===== src/rtl/imgproc_frame_ctrl.sv =====
// Frame sequencer between the sensor pixel stream and imgproc: raster coordinates,
// start/stop gating, per-frame mode latch, frame/prime flags and a frame counter.
module imgproc_frame_ctrl #(
  parameter int unsigned WIDTH       = 1280,
  parameter int unsigned HEIGHT      = 960,
  parameter int unsigned CW          = 16,
  parameter int unsigned PRIME_LINES = 1
) (
  input  logic          iCLK,
  input  logic          iRST,
  input  logic          iSTART,
  input  logic          iSTOP,
  input  logic [11:0]   iDATA,
  input  logic          iDVAL,
  input  logic          iSW,
  output logic [11:0]   oDATA,
  output logic          oDVAL,
  output logic [CW-1:0] oX_Cont,
  output logic [CW-1:0] oY_Cont,
  output logic          oMODE,
  output logic          oSOF,
  output logic          oEOF,
  output logic          oPRIMED,
  output logic          oBUSY,
  output logic [CW-1:0] oFRAME_CNT
);

  localparam int unsigned DW = 12;
  localparam logic [CW-1:0] X_LAST = CW'(WIDTH - 1);
  localparam logic [CW-1:0] Y_LAST = CW'(HEIGHT - 1);
  localparam logic [CW-1:0] Y_PRIME = CW'(PRIME_LINES);

  typedef enum logic {
    IDLE = 1'b0,
    RUN  = 1'b1
  } state_t;

  state_t        state_q;
  state_t        state_d;
  logic [CW-1:0] x_q;
  logic [CW-1:0] y_q;
  logic          stop_pend_q;

  logic          accept;
  logic          last_col;
  logic          last_row;
  logic          eof_pix;
  logic          sof_pix;
  logic          stop_req;

  // Pixel qualification and next-state decode
  always_comb begin
    state_d  = state_q;
    accept   = (state_q == RUN) && iDVAL;
    last_col = (x_q == X_LAST);
    last_row = (y_q == Y_LAST);
    eof_pix  = last_col && last_row;
    sof_pix  = (x_q == '0) && (y_q == '0);
    stop_req = stop_pend_q || iSTOP;
    case (state_q)
      IDLE: begin
        if (iSTART) state_d = RUN;
      end
      RUN: begin
        if (accept && eof_pix && stop_req) state_d = IDLE;
      end
      default: state_d = IDLE;
    endcase
  end

  always_ff @(posedge iCLK or negedge iRST) begin
    if (!iRST) state_q <= IDLE;
    else       state_q <= state_d;
  end

  // A stop request waits for the EOF pixel; it is dropped once the frame closes
  always_ff @(posedge iCLK or negedge iRST) begin
    if (!iRST) begin
      stop_pend_q <= 1'b0;
    end else if (state_q == RUN) begin
      if (state_d == IDLE)  stop_pend_q <= 1'b0;
      else if (iSTOP)       stop_pend_q <= 1'b1;
    end else begin
      stop_pend_q <= 1'b0;
    end
  end

  // Raster position of the next accepted pixel; blanking freezes it
  always_ff @(posedge iCLK or negedge iRST) begin
    if (!iRST) begin
      x_q <= '0;
      y_q <= '0;
    end else if (accept) begin
      if (last_col) begin
        x_q <= '0;
        y_q <= last_row ? '0 : y_q + CW'(1);
      end else begin
        x_q <= x_q + CW'(1);
      end
    end
  end

  // Per-pixel outputs, one cycle behind acceptance
  always_ff @(posedge iCLK or negedge iRST) begin
    if (!iRST) begin
      oDATA   <= '0;
      oDVAL   <= 1'b0;
      oX_Cont <= '0;
      oY_Cont <= '0;
      oSOF    <= 1'b0;
      oEOF    <= 1'b0;
      oPRIMED <= 1'b0;
    end else if (accept) begin
      oDATA   <= iDATA[DW-1:0];
      oDVAL   <= 1'b1;
      oX_Cont <= x_q;
      oY_Cont <= y_q;
      oSOF    <= sof_pix;
      oEOF    <= eof_pix;
      oPRIMED <= (y_q >= Y_PRIME);
    end else begin
      oDVAL   <= 1'b0;
      oSOF    <= 1'b0;
      oEOF    <= 1'b0;
      oPRIMED <= 1'b0;
    end
  end

  // Frame-level status: mode sampled at SOF, completed-frame count, busy
  always_ff @(posedge iCLK or negedge iRST) begin
    if (!iRST) begin
      oMODE      <= 1'b0;
      oFRAME_CNT <= '0;
      oBUSY      <= 1'b0;
    end else begin
      oBUSY <= (state_d == RUN);
      if (accept && sof_pix) oMODE <= iSW;
      if (accept && eof_pix) oFRAME_CNT <= oFRAME_CNT + CW'(1);
    end
  end

endmodule


===== config.mk =====
export PLATFORM = sky130hd
export DESIGN_NAME = imgproc_frame_ctrl
export DESIGN_NICKNAME = d
export VERILOG_FILES = /design/src/rtl/imgproc_frame_ctrl.sv
export SDC_FILE = /design/constraint.sdc
export NUM_CORES = 1
export LEC_CHECK = 0
export ABC_AREA = 1
export CORE_UTILIZATION = 50
export CTS_BUF_LIST = sky130_fd_sc_hd__clkbuf_16
export DETAILED_ROUTE_END_ITERATION = 8
export GPL_TIMING_DRIVEN = 1
export PLACE_DENSITY = 0.86
export SYNTH_ARGS = -nofsm -noshare
export SYNTH_HDL_FRONTEND = slang
export SYNTH_SLANG_ARGS = --single-unit
export TNS_END_PERCENT = 20

===== constraint.sdc =====
create_clock -name iCLK -period 2.1 [get_ports iCLK]
set_clock_uncertainty 0.2 [all_clocks]
set_input_delay 0.42 -clock iCLK [delete_from_list [all_inputs] [get_ports iCLK]]
set_output_delay 0.42 -clock iCLK [all_outputs]
set_load 0.05 [all_outputs]

==> results.cfg, run 1 <==
[drt]
drc = 0
ant_nets = 0
viasPerCell = 5.24
firstDrtPassIters = 5
vias = 4346
drtIter0Drc = 233
routed_wl_um = 12000
wire_per_inst_um = 14.5

[yosys]
syn_area_mm2 = 0.00475
synth-seq-cells = 99
synthCells = 598
seq_area_frac_synth_pct = 52.1
yosysWarnings = 0
synth_cell_types = 25
synth_edf_count = 0
syn_avg_cell_area_um2 = 7.94
synthArstFlopShare_pct = 100
yosys_most_used_dff = dfrtp_1
synth.net_count = 622

[placed_design]
dp_cells = 809
portBuffers = 83
dp_hpwl_um = 8260
placed_cell_area_mm2 = 0.00567
place_congestion = 0.918

[critical_path]
crit_path_max_incr_delay_ns = 0.41
path_common_cell = nand2_1
required_ns = 2.18
endpoint_kind = flop
cp-start-kind = flop
crit_path_cell_trace = ha_1, nand2_1, nor2_4, nand2_1, nor2_4, nand2_2, nor2_4, buf_12, nand2_1, nand2_1
cp_data_arrival_time_ns = 2.07
critPathKind = flop to flop
worst_path_max_delay_cell = dfrtp_1
crit_fanout = 14

[cts]
clk_pin_slew_worst_paths_ns = 0.07
h-tree-depth = 3
cts_buffers = 9
clock-sinks = 99
cts.root.buffer_cell = clkbuf_16
cts_tree = built
clock_latency_ns = 0.35
clk_path_buf_depth = 2

[pwr]
power.total_mw = 4.58
intPower_mw = 3.20
leakage_nw = 3.07
peakVddDrop_mv = 0.470
powerDensity_mw_per_mm2 = 761
seq_power_share_pct = 47.0
switchingPower_mw = 1.39
power.share.clock_pct = 36.1
swShare_pct = 30.3
p_comb_share_pct = 16.9

[die]
fp.dieW_um = 99.5
start_util_pct = 51.4
ios = 84
die_h_um = 99.5
die_area_mm2 = 0.00990
coreArea_mm2 = 0.00924
rows = 35

[layout]
seq_area_mm2 = 0.00248
layout.nets = 720
multi_input_area_mm2 = 0.00200
syn_to_final_growth_pct = 26.7
drive_gt1_share_pct = 16.8
layout_common_cells = nand2_1 (228), dfrtp_1 (99), buf_4 (74), nor2_1 (60), inv_1 (43)
stdcell_area_mm2 = 0.00602
n_antenna_cell = 0
post-route-util_pct = 65.2
final_cells = 830
n_fill_cell = 757
final_common_cell = nand2_1

[grt]
grt_pass1_vias = 4233
grt_overflow_total = 0
grt_pass1_wl_um = 19500
grt_use_total_pct = 25.1
antenna_found_initial = 0
grt_max_degree = 43

[sta]
finalCriticalPeriod_ns = 1.99
period_share_pct = 94.5
maxSlewHeadroom_pct = 66.9
fmax_ghz = 0.504
hold_violations = 0
finalSetupViolations = 0
holdWs_ns = 0.282
worst_pin_slew_ns = 0.496
drv_slew = 0
rsz0062_at_grt = no

[hold_path]
hp-class = flop to flop

[run]
maxCapViolations = 0

[outcome]
status = complete, no violations
==> final timing paths <==
check	slack, ns	start	cells past startpoint	endpoint
worst max-delay path	0.11	y_q[0]$_DFFE_PN0P_	10	oFRAME_CNT[2]$_DFFE_PN0P_
worst min-delay path	0.28	oDATA[1]$_DFFE_PN0P_	2	oDATA[1]$_DFFE_PN0P_
worst max register to register	0.11	y_q[0]$_DFFE_PN0P_	10	oFRAME_CNT[2]$_DFFE_PN0P_
worst min register to register	0.28	oDATA[1]$_DFFE_PN0P_	2	oDATA[1]$_DFFE_PN0P_
max in group asynchronous	0.79	iRST	3	oX_Cont[5]$_DFFE_PN0P_
min in group asynchronous	0.36	iRST	2	oFRAME_CNT[12]$_DFFE_PN0P_
==> final cells by class <==
cell class,instances,area share [%]
clock inverters,7,1.14
flip-flops and latches,99,41.1
multi-input cells,429,33.2
well taps,129,2.68
inverters,55,3.43
repair buffers,102,14.7
clock buffers,9,3.74
==> kinds of logic after synthesis <==
group / count (synthesis) / share of synthesized area (%)
buf+inv: 70 / 5.93
fa+ha+maj: 6 / 1.58
xor+xnor: 27 / 4.98
simple gates: 347 / 30.1
flops: 99 / 52.1
compound gates: 49 / 5.32
==> critical path, delay by kind of cell, from the launching register on <==
kind,cells,cell delay (ns)
DFF,1,0.41
buffers and inverters,1,0.14
and+or+nand+nor,8,0.95
adders and majority gates,1,0.23
==> per-stage QoR <==
step                      TNS, ns  worst slack, ns
after floorplan                 0            0.147
after global placement          0           0.0285
after detailed placement   -0.112          -0.0595
after CTS                       0           0.0162
after global routing            0           0.0223
final                           0            0.115
==> flip-flops by register name, summed over array words and instances, names as in the netlist <==
| name | cells |
|---|---|
| oEOF | 1 |
| oBUSY | 1 |
| oSOF | 1 |
| oDVAL | 1 |
| oX_Cont | 16 |
| oPRIMED | 1 |
| stop_pend_q | 1 |
| oMODE | 1 |
| oFRAME_CNT | 16 |
| oY_Cont | 16 |
| oDATA | 12 |
| y_q | 16 |
| x_q | 16 |
==> power by group through the flow <==
stage | registers [mW] | clock network (mW) | logic, mW
6_report | 2.15 | 1.66 | 0.774
5_1_grt | 2.17 | 1.74 | 0.834
4_1_cts | 2.15 | 1.67 | 0.781
3_5_place_dp | 2.18 | 0 | 0.770
3_3_place_gp | 2.18 | 0 | 0.755
2_1_floorplan | 2.45 | 0 | 0.185
==> repair_timing <==
action,CTS,global route
hold endpoints to repair,31,0
endpoints found under the setup margin,5,15
gates resized for setup,5,2
hold buffers,1,0
pin swaps,0,2
buffers inserted,0,4
==> synth_stat cells, types with 2 or more instances <==
| master | instances | share of area [%] |
|---|---|---|
| nor2_4 | 4 | 0.95 |
| buf_2 | 6 | 0.63 |
| xnor2_1 | 10 | 1.8 |
| o21ai_0 | 34 | 3.6 |
| dfrtp_1 | 99 | 52 |
| nand2_1 | 228 | 18 |
| xor2_1 | 17 | 3.1 |
| nand3_1 | 33 | 3.5 |
| inv_1 | 41 | 3.2 |
| o21ai_1 | 8 | 0.84 |
| ha_1 | 6 | 1.6 |
| clkbuf_1 | 7 | 0.55 |
| nor2_1 | 60 | 4.7 |
| nor2_2 | 2 | 0.26 |
| inv_2 | 14 | 1.1 |
| nand4_1 | 11 | 1.4 |
| nor3_1 | 4 | 0.42 |
| nand2_2 | 4 | 0.53 |
| a21oi_1 | 4 | 0.42 |
==> per-layer routing <==
metal | share of wire, % | track usage [%]
met5 | 0 | 0
met4 | 3.3 | 13.6
met3 | 4.7 | 3.44
met2 | 51 | 41.8
met1 | 41 | 31.8
No activity file was read; power rests on OpenSTA's default activity.
==> run 2: changes to the inputs <==
==> constraint.sdc (replaced) <==
create_clock -name iCLK -period 2 [get_ports iCLK]
set_clock_uncertainty 0.2 [all_clocks]
set_input_delay 0.4 -clock iCLK [delete_from_list [all_inputs] [get_ports iCLK]]
set_output_delay 0.4 -clock iCLK [all_outputs]
set_load 0.05 [all_outputs]
==> results.cfg, run 2 (synthesized netlist as in run 1, its figures left out) <==
[sta]
fmax_ghz = 0.517
period_share_pct = 96.8
tns_ns = 0
finalSetupViolations = 0
drv_slew = 0
maxSlewHeadroom_pct = 65.9
worst_pin_slew_ns = 0.511
finalCriticalPeriod_ns = 1.94
hold_violations = 0

[grt]
grt_use_total_pct = 24.1
grt_pass1_wl_um = 18900
grt_max_degree = 100
grt_overflow_total = 0
antenna_found_initial = 0
grt_pass1_vias = 4196

[critical_path]
crit_fanout = 14
crit_path_cell_trace = ha_1, nand2_1, nor2_4, nand2_1, nor2_4, nand2_2, nor2_4, buf_12, nand2_1, nand2_1
cp_data_arrival_time_ns = 2.02
crit_path_max_incr_delay_ns = 0.41
reg2reg_to = oFRAME_CNT[15]$_DFFE_PN0P_
regToRegStartpoint = y_q[0]$_DFFE_PN0P_
path_common_cell = nand2_1
endpoint = oFRAME_CNT[15]$_DFFE_PN0P_
required_ns = 2.08
reg2reg_slack_ns = 0.06
endpoint_kind = flop
reg2reg_depth = 10
cp-start-kind = flop
crit_start = y_q[0]$_DFFE_PN0P_
worst_path_max_delay_cell = dfrtp_1
critPathKind = flop to flop

[cts]
clock-sinks = 99
cts.root.buffer_cell = clkbuf_16
clk_pin_slew_worst_paths_ns = 0.07
h-tree-depth = 3
clock_latency_ns = 0.34
cts_buffers = 9
clk_path_buf_depth = 2
cts_tree = built

[layout]
seq_area_mm2 = 0.00248
layout_common_cells = nand2_1 (228), dfrtp_1 (99), buf_4 (86), nor2_1 (60), inv_1 (43)
drive_gt1_share_pct = 18.2
final_common_cell = nand2_1
layout.nets = 724
multi_input_area_mm2 = 0.00200
stdcell_area_mm2 = 0.00602
n_fill_cell = 761
n_antenna_cell = 0
post-route-util_pct = 65.1
syn_to_final_growth_pct = 26.6

[die]
die_area_mm2 = 0.00990
ios = 84
rows = 35
die_h_um = 99.5
start_util_pct = 51.4
fp.dieW_um = 99.5
coreArea_mm2 = 0.00924

[drt]
drtIter0Drc = 210
drc = 0
viasPerCell = 5.09
firstDrtPassIters = 4
ant_nets = 0
wire_per_inst_um = 13.5
vias = 4248
routed_wl_um = 11200

[placed_design]
dp_hpwl_um = 8150
portBuffers = 83
placed_cell_area_mm2 = 0.00568
place_congestion = 0.948

[outcome]
status = complete, no violations

[hold_path]
hp-class = flop to flop

[pwr]
leakage_nw = 3.07
power.total_mw = 4.80
powerDensity_mw_per_mm2 = 798
peakVddDrop_mv = 0.492

[run]
maxCapViolations = 0
==> run 2: metrics by stage <==
stage / hold slack (ns) / setup slack, ns / cells
2_1_floorplan: -0.0956 / 0.0475 / 598
3_3_place_gp: 0.260 / -0.0597 / 815
3_5_place_dp: 0.272 / -0.103 / 815
4_1_cts: 0.291 / 0.0279 / 832
5_1_grt: 0.308 / -0.00442 / 834
6_report: 0.287 / 0.0645 / 834
==> run 2: critical path: cells and delay by family, from the launching register on <==
kind | cells | cell delay (ns)
adders and majority gates | 1 | 0.22
and+or+nand+nor | 8 | 0.90
buffers and inverters | 1 | 0.14
DFF | 1 | 0.41
==> run 2: layout make-up <==
cell class                 instances  area share [%]
clock buffer                       9            3.74
tap                              129            2.68
clock inverter                     7            1.16
multi-input combinational        429            33.2
inverter                          55            3.43
sequential                        99            41.2
timing repair buffer             106            14.6
==> run 2: power by group <==
part	leakage, nW	internal (mW)	total [mW]	switching, mW
Sequential	1.22	2.14	2.25	0.115
Combinational	1.71	0.253	0.803	0.550
Clock	0.145	0.968	1.74	0.772
Total	3.07	3.36	4.80	1.44
==> run 2: routing by layer <==
layer  GRT usage (%)  part of all wire (%)  routed length (µm)
met5               0                     0                   0
met4            13.1                   3.7                 419
met3            3.30                   3.8                 430
met2            41.7                    51                5770
met1            29.4                    41                4600
==> run 2: worst min-delay path by stage <==
| stage | depth (start not counted) | from | end |
|---|---|---|---|
| after global placement | 1 | x_q[14]$_DFFE_PN0P_ | x_q[14]$_DFFE_PN0P_ |
| after detailed placement | 2 | oX_Cont[8]$_DFFE_PN0P_ | oX_Cont[8]$_DFFE_PN0P_ |
| after global routing | 2 | oY_Cont[3]$_DFFE_PN0P_ | oY_Cont[3]$_DFFE_PN0P_ |
| after CTS | 2 | oDATA[9]$_DFFE_PN0P_ | oDATA[9]$_DFFE_PN0P_ |
| after floorplan | 0 | iRST | oBUSY$_DFF_PN0_ |
| final | 2 | oY_Cont[11]$_DFFE_PN0P_ | oY_Cont[11]$_DFFE_PN0P_ |
==> run 2: timing repair <==
action	in CTS	in global routing
hold buffers	1	0
buffers inserted	0	2
resized for setup	0	1
endpoints found under the hold margin	99	0
setup endpoints to repair	0	14
==> run 3: changes to the inputs <==
==> constraint.sdc (replaced) <==
create_clock -name iCLK -period 1.8 [get_ports iCLK]
set_clock_uncertainty 0.2 [all_clocks]
set_input_delay 0.36 -clock iCLK [delete_from_list [all_inputs] [get_ports iCLK]]
set_output_delay 0.36 -clock iCLK [all_outputs]
set_load 0.05 [all_outputs]
==> results.cfg, run 3 (synthesized netlist as in run 1, its figures left out) <==
[placed_design]
place_congestion = 0.898
pre_cts_ws_ns = -0.270
placed_cell_area_mm2 = 0.00672
dp_hpwl_um = 9180
portBuffers = 83

[sta]
drv_slew = 0
period_share_pct = 106
rsz0062_at_grt = yes
setup_ws_ns = -0.110
holdWs_ns = 0.281
finalSetupViolations = 18
worst_pin_slew_ns = 0.407
hold_violations = 0
fmax_ghz = 0.523
maxSlewHeadroom_pct = 72.9
finalCriticalPeriod_ns = 1.91

[critical_path]
reg2reg_depth = 9
cp_data_arrival_time_ns = 1.99
crit_fanout = 14
required_ns = 1.88
worst_path_max_delay_cell = dfrtp_1
path_common_cell = nand2_1
critPathKind = flop to flop
regToRegStartpoint = x_q[6]$_DFFE_PN0P_
reg2reg_slack_ns = -0.11
crit_path_max_incr_delay_ns = 0.41
crit_path_cell_trace = nand2_1, nor2_2, nand2_1, nor2_4, nand2_2, nor2_4, buf_12, nand2_1, nand2_1
endpoint_kind = flop
cp-start-kind = flop
reg2reg_to = oFRAME_CNT[4]$_DFFE_PN0P_

[pwr]
leakage_nw = 3.52
powerDensity_mw_per_mm2 = 811
peakVddDrop_mv = 0.717

[layout]
drive_gt1_share_pct = 25.1
stdcell_area_mm2 = 0.00723
layout.nets = 760
n_antenna_cell = 0
n_fill_cell = 528
multi_input_area_mm2 = 0.00207
syn_to_final_growth_pct = 52.1
layout_common_cells = nand2_1 (222), dfrtp_1 (95), buf_12 (70), nor2_1 (54), buf_4 (54)
seq_area_mm2 = 0.00248
final_common_cell = nand2_1

[grt]
grt_use_total_pct = 27.9
grt_max_degree = 41
grt_overflow_total = 0
grt_pass1_wl_um = 21400
antenna_found_initial = 0
grt_pass1_vias = 4468

[drt]
firstDrtPassIters = 5
drtIter0Drc = 328
wire_per_inst_um = 16.2
drc = 0
vias = 4627
ant_nets = 0
routed_wl_um = 14100
viasPerCell = 5.32

[die]
fp.dieW_um = 99.5
die_area_mm2 = 0.00990
die_h_um = 99.5
ios = 84
rows = 35
start_util_pct = 51.4
coreArea_mm2 = 0.00924

[outcome]
violations = negative setup slack
status = complete, but fails checks

[run]
maxCapViolations = 0

[cts]
h-tree-depth = 3
cts_tree = built
clock_latency_ns = 0.35
clock-sinks = 99
cts_buffers = 9
clk_path_buf_depth = 2
cts.root.buffer_cell = clkbuf_16
clk_pin_slew_worst_paths_ns = 0.07

[hold_path]
hp-class = input port to asynchronous set/reset pin
## run 3: what timing repair did
action	in CTS	in global routing
gates resized for setup	6	22
gates cloned	0	1
endpoints found under the setup margin	23	44
buffers inserted	2	9
pin swaps	1	5
endpoints found under the hold margin	25	0
hold buffers	1	0
## run 3: area by class of cell
type | count | area share [%]
clock inverter | 7 | 1.07
inverter | 55 | 2.93
clock buffer | 9 | 3.12
tap | 129 | 2.23
timing repair buffer | 142 | 27.7
multi-input combinational | 429 | 28.6
sequential | 99 | 34.4
## run 3: critical path: cells and delay by family, from the launching register on
family        cells  cell delay [ns]
flops             1             0.41
simple gates      8             1.08
buf+inv           1             0.15
## run 3: power breakdown
group	total [mW]	leakage, nW	internal (mW)	switching (mW)
sequential	2.54	1.21	2.38	0.167
clock	1.98	0.145	1.09	0.892
combinational	1.33	2.16	0.606	0.728
total	5.86	3.52	4.07	1.79
## run 3: worst max path at each step
| stage | depth (start not counted) | endpoint | start |
|---|---|---|---|
| final | 9 | oFRAME_CNT[4]$_DFFE_PN0P_ | x_q[6]$_DFFE_PN0P_ |
| after global placement | 8 | oBUSY$_DFF_PN0_ | iDVAL |
| after floorplan | 8 | oFRAME_CNT[14]$_DFFE_PN0P_ | oFRAME_CNT[0]$_DFFE_PN0P_ |
| after CTS | 10 | oFRAME_CNT[4]$_DFFE_PN0P_ | y_q[1]$_DFFE_PN0P_ |
| after global routing | 10 | oFRAME_CNT[4]$_DFFE_PN0P_ | y_q[1]$_DFFE_PN0P_ |
| after detailed placement | 8 | oBUSY$_DFF_PN0_ | iDVAL |
## run 3: metrics by stage
| step | utilization [%] | TNS (ns) | std cells | power [mW] |
|---|---|---|---|---|
| after global placement | 72.8 | -6.50 | 841 | 3.78 |
| after CTS | 76.5 | -0.0205 | 860 | 5.78 |
| after global routing | 78.2 | -2.60 | 870 | 6.04 |
| after floorplan | - | -0.150 | 598 | 3.08 |
| after detailed placement | 72.8 | -9.55 | 841 | 3.80 |
| final | 78.2 | -0.896 | 870 | 5.86 |
## run 3: metal layers
layer  global-route usage [%]  up-vias  routed length (µm)
met1                     35.0     2215                5420
met4                     16.6        0                 707
li1                         -     2141                   -
met5                        0        -                   0
met2                     46.2      210                7240
met3                     3.87       61                 694
